<file path="src/rtl/reg_bank_sb.sv">
// Parametrised register bank: two combinational read ports, one write port and a
// per-register pending-write scoreboard. Optional forwarding under REGBANK_BYPASS_EN.
module reg_bank_sb #(
  parameter int unsigned WIDTH   = 32,
  parameter int unsigned AW      = 4,
  parameter bit          ZERO_R0 = 1'b0
) (
  input  logic             clk,
  input  logic             rst_n,
  input  logic [AW-1:0]    rs,
  input  logic [AW-1:0]    rt,
  input  logic [AW-1:0]    rd,
  input  logic [WIDTH-1:0] data,
  input  logic             write,
  input  logic             rsv,
  input  logic [AW-1:0]    rsv_addr,
  output logic [WIDTH-1:0] rd1,
  output logic [WIDTH-1:0] rd2,
  output logic             rs_busy,
  output logic             rt_busy
);

  localparam int unsigned DEPTH = 2 ** AW;

  logic [WIDTH-1:0] r_mem [DEPTH];
  logic [DEPTH-1:0] r_pend;

  logic             w_wr_en;
  logic             w_rsv_en;
  logic [DEPTH-1:0] w_pend_nxt;

  // Register 0 swallows writes and reserves when hard-wired to zero
  assign w_wr_en  = write && !(ZERO_R0 && (rd == '0));
  assign w_rsv_en = rsv && !(ZERO_R0 && (rsv_addr == '0));

  // Reserve is applied after the write clear so a newer producer keeps the bit set
  always_comb begin
    w_pend_nxt = r_pend;
    if (w_wr_en) begin
      w_pend_nxt[rd] = 1'b0;
    end
    if (w_rsv_en) begin
      w_pend_nxt[rsv_addr] = 1'b1;
    end
  end

  always_ff @(posedge clk or negedge rst_n) begin
    if (!rst_n) begin
      for (int unsigned i = 0; i < DEPTH; i++) begin
        r_mem[i] <= '0;
      end
    end else if (w_wr_en) begin
      r_mem[rd] <= data;
    end
  end

  always_ff @(posedge clk or negedge rst_n) begin
    if (!rst_n) begin
      r_pend <= '0;
    end else begin
      r_pend <= w_pend_nxt;
    end
  end

`ifdef REGBANK_BYPASS_EN
  logic w_byp_rs;
  logic w_byp_rt;
  logic w_rsv_same;

  // Forwarding is suppressed while reset is held so the bank reads as cleared
  assign w_byp_rs   = rst_n && write && (rd == rs);
  assign w_byp_rt   = rst_n && write && (rd == rt);
  assign w_rsv_same = rsv && (rsv_addr == rd);
`endif

  always_comb begin
    rd1     = r_mem[rs];
    rs_busy = r_pend[rs];
`ifdef REGBANK_BYPASS_EN
    if (w_byp_rs) begin
      rd1     = data;
      rs_busy = w_rsv_same & r_pend[rs];
    end
`endif
    if (ZERO_R0 && (rs == '0)) begin
      rd1     = '0;
      rs_busy = 1'b0;
    end
  end

  always_comb begin
    rd2     = r_mem[rt];
    rt_busy = r_pend[rt];
`ifdef REGBANK_BYPASS_EN
    if (w_byp_rt) begin
      rd2     = data;
      rt_busy = w_rsv_same & r_pend[rt];
    end
`endif
    if (ZERO_R0 && (rt == '0)) begin
      rd2     = '0;
      rt_busy = 1'b0;
    end
  end

endmodule

</file>
<file path="config.mk">
export PLATFORM = sky130hd
export DESIGN_NAME = reg_bank_sb
export DESIGN_NICKNAME = d
export VERILOG_FILES = /design/src/rtl/reg_bank_sb.sv
export SDC_FILE = /design/constraint.sdc
export NUM_CORES = 1
export LEC_CHECK = 0
export CAP_MARGIN = 30
export CORE_MARGIN = 3
export CORE_UTILIZATION = 50
export CTS_BUF_LIST = sky130_fd_sc_hd__clkbuf_16
export CTS_CLUSTER_DIAMETER = 200
export DETAILED_ROUTE_END_ITERATION = 8
export PLACE_DENSITY = 0.66
export SLEW_MARGIN = 20
export SYNTH_ARGS = -nofsm -noshare
export SYNTH_HDL_FRONTEND = slang
export SYNTH_SLANG_ARGS = --single-unit
</file>
<file path="constraint.sdc">
create_clock -name clk -period 2.3 [get_ports clk]
set_input_delay 0.46 -clock clk [delete_from_list [all_inputs] [get_ports clk]]
set_output_delay 0.46 -clock clk [all_outputs]
set_load 0.05 [all_outputs]
</file>
==> reports/qor.csv <==
metric,value,unit
Worst Setup End Kind,output pin,
Commonest cells post-synth,"dfrtp_1 (528), mux2_2 (454), mux4_2 (264), a22oi_1 (132), clkbuf_1 (77)",
router iterations before antenna repair,5,
Max Root-Sink Buffers,3,
startpoint types,register,
drt via density,6.43,
Pwr Total,32.2,mW
register area share after synthesis,47.6,%
min Tclk post-route,2.50,ns
CP max stage delay,0.50,ns
final core utilization,64.0,%
HPWL after detailed placement,48000,um
antenna violations before repair,4,
Final Net Count,1991,
clock-pin slew on the worst setup and hold paths,0.06,ns
leading area contributor after synthesis,dfrtp_1,
die area,58400,um2
slowest cell on the critical path,mux4_2,
share of cells above drive strength 1,67.3,%
Final setup viols,66,
Setup CP Type,register to output pin,
clock skew,0,ns
"Cell Area, Synth",27800,um2
Worst VDD drop,0.000714,V
status,finished with violations,
largest net degree at the start of global routing,77,
core region area,54300,um2
Buffers on Ports,117,
design area,34800,um2
initial drt markers,1227,
buffers and inverters on the worst path,1,
worst-skew pair later-pin latency,0.62,ns
clk root buf,clkbuf_16,
predominant post-synthesis flop cell,dfrtp_1,
CTS tree,built,
Area after DPL,31800,um2
number of flops mapped to enable cells by yosys,0,
first-pass GRT wire length,119000,um
Worst slew margin,60.9,%
Post-Syn Nets,1802,
Die Y,242,um
syn_area_per_cell,15.9,um2
Global Route Usage Sum,26.8,%
crit-path cells,"mux4_2, a22oi_2, nand2_4, buf_8",
Arrival @ worst endpoint,2.04,ns
Slew @ Worst Pin,0.585,ns
CTS sink count,528,
Post-Synthesis Cells,1750,
Vias,17511,
fin. max-slew vios,0,
"CP delay by family, top",multiplexers,
static leakage,14.4,nW
# Max-Cap Violations,0,
post-synth cell types,30,
Hold WC Path Type,input port to async pin,
Power Density,927,nW/um2
htree depth,2,
die width,242,um
CTS Buf Count,58,
synth warn,0,
unrepaired setup endpoints after global routing,yes,
io pins,118,
setup ws final,-0.196,ns
synthesized flop and latch total,528,
CP required,1.84,ns
gr ovfl total,0,
top-area cell type share of the netlist area,47.6,%
Initial Util,51.1,%
synth top area cells,"dfrtp_1 (48%), mux4_2 (21%), mux2_2 (18%)",
top-count cell post-synth,dfrtp_1,
fmax,401,MHz
Tcrit/Tclk final,109,%
DRT antenna net count,0,
number of cell rows,85,
Wirelength per Cell,28.6,um
fraction of registers with async set or reset after synthesis,100,%
worst-path fanout max,3,
DRC Markers,0,
final WL,77800,um
GPL Wtd Cong,0.815,
Syn-to-layout area delta,25.2,%
vias in the first global route,19020,
Fin. Hold Viols,0,
failing checks,negative setup slack,
final timing paths:
| check | startpoint | end | slack (ns) | cells past startpoint |
|---|---|---|---|---|
| max in group asynchronous | rst_n | r_mem[207]$_DFFE_PN0P_ | 1.02 | 4 |
| min in group clk | r_pend[2]$_DFF_PN0_ | r_pend[2]$_DFF_PN0_ | 0.49 | 1 |
| hold reg to reg | r_pend[2]$_DFF_PN0_ | r_pend[2]$_DFF_PN0_ | 0.49 | 1 |
| setup / recovery | r_mem[154]$_DFFE_PN0P_ | rd2[26] | -0.20 | 4 |
| setup reg to reg | r_mem[221]$_DFFE_PN0P_ | r_mem[221]$_DFFE_PN0P_ | 1.39 | 2 |
| hold / removal | rst_n | r_mem[375]$_DFFE_PN0P_ | 0.33 | 2 |
power breakdown:
part | switching (mW) | internal, mW | total, mW | leakage [nW]
Sequential | 1.60 | 11.5 | 13.1 | 6.47
Combinational | 3.90 | 5.38 | 9.28 | 6.96
Clock | 3.91 | 5.97 | 9.88 | 1.01
Total | 9.41 | 22.8 | 32.2 | 14.4
routing by layer:
metal	track usage, %	part of all wire (%)
met1	35.3	40
met2	44.8	50
met3	4.71	5.6
met4	10.3	4.1
met5	0	0.067
final cells by class:
type                       count  area, um2
antenna                        1       2.50
clock buffer                  59       1480
clock inverter                46        534
fill                        3850      19600
inverter                       1       3.75
multi-input combinational   1045      14500
sequential                   528      13200
tap                          739        925
timing repair buffer         305       4090
state kept, by name (all words and copies together) (netlist names):
name and count:
r_mem 512, r_pend 16
per-stage QoR:
| stage | setup WS [ns] | hold WS (ns) | setup TNS, ns | cells |
|---|---|---|---|---|
| 3_3_place_gp | -0.336 | 0.394 | -16.53 | 2611 |
| 5_1_grt | -0.243 | 0.354 | -12.27 | 2724 |
| 4_1_cts | -0.219 | 0.331 | -10.46 | 2718 |
| 2_1_floorplan | 0.00224 | 0.164 | 0 | 1750 |
| 3_5_place_dp | -0.326 | 0.390 | -19.76 | 2611 |
| 6_report | -0.196 | 0.328 | -8.18 | 2724 |
cell families (layout without fill, tap and decap cells):
kind of cell	Yosys count	after routing	synth area share, %
DFF	528	528	47.6
buffers and inverters	177	411	3.49
and+or+nand+nor	115	115	1.93
muxes	776	776	43.0
other	0	1	0
AOI/OAI and AO/OA	154	154	4.05
placed cells by master (no fill, tap or decap), types with 12 or more instances in the layout:
master             n
clkinv_1          13
mux2_2           454
dfrtp_1          528
a22oi_2          124
mux4_2           264
o21ai_0           15
clkdlybuf4s50_1   44
mux2_4            58
buf_6             33
nand2_2           66
buf_4             98
buf_12           114
clkbuf_16         60
bufinv_16         12
timing repair:
item | in CTS | in global routing
endpoints found under the hold margin | 35 | 0
cloned | 1 | 1
hold buffers | 1 | 0
setup buffers | 5 | 4
setup endpoints to repair | 66 | 66
pin swaps | 122 | 24
gates resized for setup | 165 | 14
Note: power is estimated with default switching activity, not from simulation.
